## src/rtl/pe_array_pipe.sv

```systemverilog
// pe_array_pipe: P-lane pipelined f/g processing element for the SC polar decoder.
// Two register stages under a valid/ready handshake; mode and tag are shared by all lanes.
//
// Ports:
//   clk, rst              clock, synchronous active-high reset
//   in_valid, in_ready    input beat handshake
//   flag                  1 = f (min-sum), 0 = g, for all lanes
//   s                     per-lane partial sum bit for g
//   llr_a, llr_b          lane i at [i*LLR_W +: LLR_W]
//   tag_in                sideband carried with the beat
//   out_valid, out_ready  output beat handshake
//   dout                  lane results, same packing as the inputs
//   tag_out               tag of the beat currently on dout
module pe_array_pipe #(
   parameter int LLR_W   = 6,
   parameter int P       = 4,
   parameter int OFFSET  = 0,
   parameter int SYM_SAT = 1,
   parameter int TAG_W   = 4
) (
   input  logic               clk,
   input  logic               rst,
   input  logic               in_valid,
   output logic               in_ready,
   input  logic               flag,
   input  logic [P-1:0]       s,
   input  logic [P*LLR_W-1:0] llr_a,
   input  logic [P*LLR_W-1:0] llr_b,
   input  logic [TAG_W-1:0]   tag_in,
   output logic               out_valid,
   input  logic               out_ready,
   output logic [P*LLR_W-1:0] dout,
   output logic [TAG_W-1:0]   tag_out
);

   localparam int W = LLR_W;

   // Saturation bounds held in W+1 bits so they compare directly with the g sum.
   localparam logic signed [W:0] HI = {2'b00, {(W-1){1'b1}}};
   localparam logic signed [W:0] LO = (SYM_SAT != 0) ?
      {2'b11, {(W-2){1'b0}}, 1'b1} : {2'b11, {(W-1){1'b0}}};
   localparam logic [W-1:0] OFS = W'(OFFSET);

   // |x| never wraps: the most negative code maps to +M.
   function automatic logic [W-1:0] sat_abs(input logic [W-1:0] x);
      if (x[W-1]) begin
         if (x == {1'b1, {(W-1){1'b0}}}) return HI[W-1:0];
         return -x;
      end
      return x;
   endfunction

   // Stage 1
   logic               s1_valid_q;
   logic               s1_flag_q;
   logic [TAG_W-1:0]   s1_tag_q;
   logic [P-1:0]       s1_sgn_q,  s1_sgn_d;
   logic [W-1:0]       s1_absa_q [P];
   logic [W-1:0]       s1_absa_d [P];
   logic [W-1:0]       s1_absb_q [P];
   logic [W-1:0]       s1_absb_d [P];
   logic [W:0]         s1_sum_q  [P];
   logic [W:0]         s1_sum_d  [P];

   // Stage 2
   logic               out_valid_q;
   logic [P*W-1:0]     dout_q, dout_d;
   logic [TAG_W-1:0]   tag_q;

   logic adv1, adv2;

   // out_ready reaches in_ready combinationally so a full pipe can stream.
   assign adv2     = ~out_valid_q | out_ready;
   assign adv1     = ~s1_valid_q | adv2;
   assign in_ready = adv1 & ~rst;

   for (genvar i = 0; i < P; i++) begin : g_lane
      logic [W-1:0]      a_w, b_w;
      logic signed [W:0] ax, bx, t;
      logic [W-1:0]      mn, m, fv, gv;

      assign a_w = llr_a[i*W +: W];
      assign b_w = llr_b[i*W +: W];
      assign ax  = {a_w[W-1], a_w};
      assign bx  = {b_w[W-1], b_w};

      assign s1_absa_d[i] = sat_abs(a_w);
      assign s1_absb_d[i] = sat_abs(b_w);
      assign s1_sgn_d[i]  = a_w[W-1] ^ b_w[W-1];
      assign s1_sum_d[i]  = s[i] ? bx - ax : bx + ax;

      assign mn = (s1_absa_q[i] < s1_absb_q[i]) ?
                  s1_absa_q[i] : s1_absb_q[i];
      assign m  = (mn > OFS) ? mn - OFS : '0;
      assign fv = s1_sgn_q[i] ? -m : m;

      assign t  = s1_sum_q[i];
      assign gv = (t > HI) ? HI[W-1:0] :
                  (t < LO) ? LO[W-1:0] : t[W-1:0];

      assign dout_d[i*W +: W] = s1_flag_q ? fv : gv;
   end

   always_ff @(posedge clk) begin
      if (rst) begin
         s1_valid_q  <= 1'b0;
         out_valid_q <= 1'b0;
         dout_q      <= '0;
         tag_q       <= '0;
      end else begin
         if (adv1) begin
            s1_valid_q <= in_valid;
            if (in_valid) begin
               s1_flag_q <= flag;
               s1_tag_q  <= tag_in;
               s1_sgn_q  <= s1_sgn_d;
               s1_absa_q <= s1_absa_d;
               s1_absb_q <= s1_absb_d;
               s1_sum_q  <= s1_sum_d;
            end
         end
         if (adv2) begin
            out_valid_q <= s1_valid_q;
            if (s1_valid_q) begin
               dout_q <= dout_d;
               tag_q  <= s1_tag_q;
            end
         end
      end
   end

   assign out_valid = out_valid_q;
   assign dout      = dout_q;
   assign tag_out   = tag_q;

endmodule

```

## config.mk

```make
export PLATFORM = sky130hd
export DESIGN_NAME = pe_array_pipe
export DESIGN_NICKNAME = d
export VERILOG_FILES = /design/src/rtl/pe_array_pipe.sv
export SDC_FILE = /design/constraint.sdc
export NUM_CORES = 1
export LEC_CHECK = 0
export CAP_MARGIN = 10
export CORE_ASPECT_RATIO = 0.75
export CORE_MARGIN = 1
export CORE_UTILIZATION = 40
export DETAILED_ROUTE_END_ITERATION = 8
export PLACE_DENSITY = 0.64
export SETUP_SLACK_MARGIN = 0.2
export SLEW_MARGIN = 20
export SYNTH_ARGS = -nofsm -noshare
export SYNTH_HDL_FRONTEND = slang
export SYNTH_SLANG_ARGS = --single-unit
export TNS_END_PERCENT = 100
```

## constraint.sdc

```tcl
create_clock -name clk -period 4.7 [get_ports clk]
set_input_delay 1.41 -clock clk [delete_from_list [all_inputs] [get_ports clk]]
set_output_delay 1.41 -clock clk [all_outputs]
set_load 0.005 [all_outputs]
```

==> metrics <==
status finished clean; post-route cell area between 9000 and 10,000 um2; Longest Clk Path Bufs 2; Max-Cap Viols 0; logic gate share of total power about a fifth; fin crit share 87.7%; die width between 150 and 200 um; Worst Path Required between 3000 and 4000 ps; fin cells around 1,200; Synth async-reset ratio 0%; Pint between 2 and 2.5 mW; part of the power in registers ~42%; DR vias ~6,500; placeable core region around 19,000 um2; clock-pin slew on the worst setup and hold paths ~50 ps; FF-to-FF End dout[11]; setup TNS 0 ps; Synth Register Bits about 120; CP startpoint kind input pin; max incr delay on CP around 450 ps; clock root buffer clkbuf_16; Slew @ Worst Pin a little under 900 ps; Cell Rows 44; # hold bufs at CTS 0; CP Max Fanout 5; post-synth top area cell edfxtp_1; most common cell in the netlist nand2_1; Distinct cells, synth 62; FF-to-FF Start s1_absa_q[15]; drt pass-1 iters 5; DP Area 9130 um2; CTS sink cnt 115; Post-Route Skew approximately 6.8 ps; Overflow after GRT 0; CP endpoint kind primary output; Avg Synthesized Cell Area between 9 and 10 um2; post-synth net total 996; maximum vdd drop between 0.0002 and 0.00025 V; most used cell, CP clkdlybuf4s50_1; DRT iter0 DRCs 504; ant diodes 0; Worst-Skew Late Latency approximately 420 ps; number of synthesized flops with an enable pin 85; Starting Density 41.0%; height of the die around 120 um; vias in the first global route approximately 5,900; fin util 49.6%; area of the mapped netlist approximately 8000 um2; TritonCTS Buffers 17; largest net degree at the start of global routing 50; sw power 0.817 mW; worst path cell trace clkdlybuf4s50_1 > nor2b_1 > a21oi_1 > clkdlybuf4s50_1; number of remaining DRC errors 0; initial antenna violation count 0; Final Max Tran Viols 0; layout cells sized above 1 ~4.6%; WHS Path Cells 2; GPL Wtd Cong ~0.86; Fmax achieved roughly 0.24 GHz; Worst slew margin between 40% and 50%; Routed wire per std cell about 15 um; I/O Buffers 90; number of post-CTS setup repair buffers 0; Synth area leaders edfxtp_1, ha_1, dfxtp_1; Switching Share 27.1%; Synth Instances around 870; Vias/cell 5.29; H-Tree Level Count 4; critical path arrival roughly 2700 ps; top cell types by occurrence after synthesis nand2_1, edfxtp_1, nor2_1; die area 20,500 um2; RSZ-0062 raised after global routing false; post-route minimum period 4120 ps; reg2reg setup slack approximately 1100 ps; total track usage about 19%; synth warn 0; placed cell count ~1,200; cts repair resizes 0; remaining antenna violation count 0; HP Start dout[18]; Worst Hold End dout[18]; type of the tightest min-delay check reg -> reg; first-pass GRT wire length a little under 30,000 um; post-synth top area share about a third; # IOs slightly above 90; register area share after synthesis around 40%; endpoints failing setup 0; Final Hold Viols 0; post-DP HPWL 14,000 um; leakage power about 3.7 nW; CP max-delay cell clkdlybuf4s50_1; Post-synth top flop edfxtp_1; R2R cell count 14; Fin Hold WS around 450 ps; CTS tree yes; Area Overhead vs Synth 20.9%; clock share of power 37.2%; WL final approximately 18,000 um; critical path class in -> out; Final #Nets 1,080; Power per Cell Area approximately 310 nW/um2
==> stage by stage <==
stage               total power, mW  worst slack, ps
detailed placement             1.91              585
floorplan                      1.68              551
finish                         3.02              578
global route                   3.16              466
global placement               1.90              602
CTS                            3.04              572
==> registers in the layout (all words and copies together) (netlist names), 4 cells and up <==
name	cells
s1_sgn_q	4
s1_absa_q	24
tag_out	4
s1_tag_q	4
g_lane.t	28
dout	24
s1_absb_q	24
==> critical path, delay by kind of cell <==
family	cells	cell delay (ps)
buffers and inverters	2	860
and+or+nand+nor	1	300
AOI/OAI and AO/OA	1	140
==> cells by family after synthesis <==
logic type	synth area share, %
flip-flops	39.6
AO/OA/AOI/OAI	18.7
adder cells (fa/ha/maj)	10.4
AND/OR/NAND/NOR	16.5
multiplexers	3.16
XOR/XNOR	7.14
buffers and inverters	4.57
==> cell usage in the layout (no fill, tap or decap), types with 30 or more instances in the layout <==
| master | n |
|---|---|
| clkdlybuf4s50_1 | 90 |
| nand2_1 | 89 |
| edfxtp_1 | 85 |
| nor2_1 | 75 |
| a21oi_1 | 72 |
| inv_1 | 65 |
| ha_1 | 60 |
| o21ai_0 | 54 |
| xnor2_1 | 44 |
| dfxtp_1 | 30 |
==> final cells by class <==
cell class / count / area [um2]
multi-input cells: 660 / 4460
repair buffers: 96 / 958
clock buffers: 21 / 440
flip-flops and latches: 115 / 3150
fillers: 1834 / 9800
well taps: 253 / 317
inverters: 65 / 244
clock inverters: 9 / 66.3
==> metal layers <==
metal | vias up | share of wire [%] | global-route usage, %
li1 | 3304 | - | -
met1 | 2990 | 53 | 27.7
met2 | 138 | 42 | 26.8
met3 | 18 | 4.1 | 3.34
met4 | 0 | 1.1 | 5.83
met5 | - | 0 | 0
==> worst max-delay path by stage <==
stage | from | endpoint | slack [ps] | cells after the start
floorplan | out_ready | g_lane[0].t[0] | 550 | 3
global placement | out_ready | in_ready | 600 | 4
detailed placement | out_ready | in_ready | 580 | 4
CTS | out_ready | in_ready | 570 | 4
global route | out_ready | in_ready | 470 | 4
finish | out_ready | in_ready | 580 | 4
==> power groups by stage <==
stage	Sequential [mW]	Clock, mW	Combinational, mW
global placement	1.27	0	0.634
CTS	1.25	1.14	0.647
finish	1.25	1.12	0.642
floorplan	1.25	0	0.436
global route	1.26	1.18	0.723
detailed placement	1.27	0	0.642
Note: power is estimated with default switching activity, not from simulation.
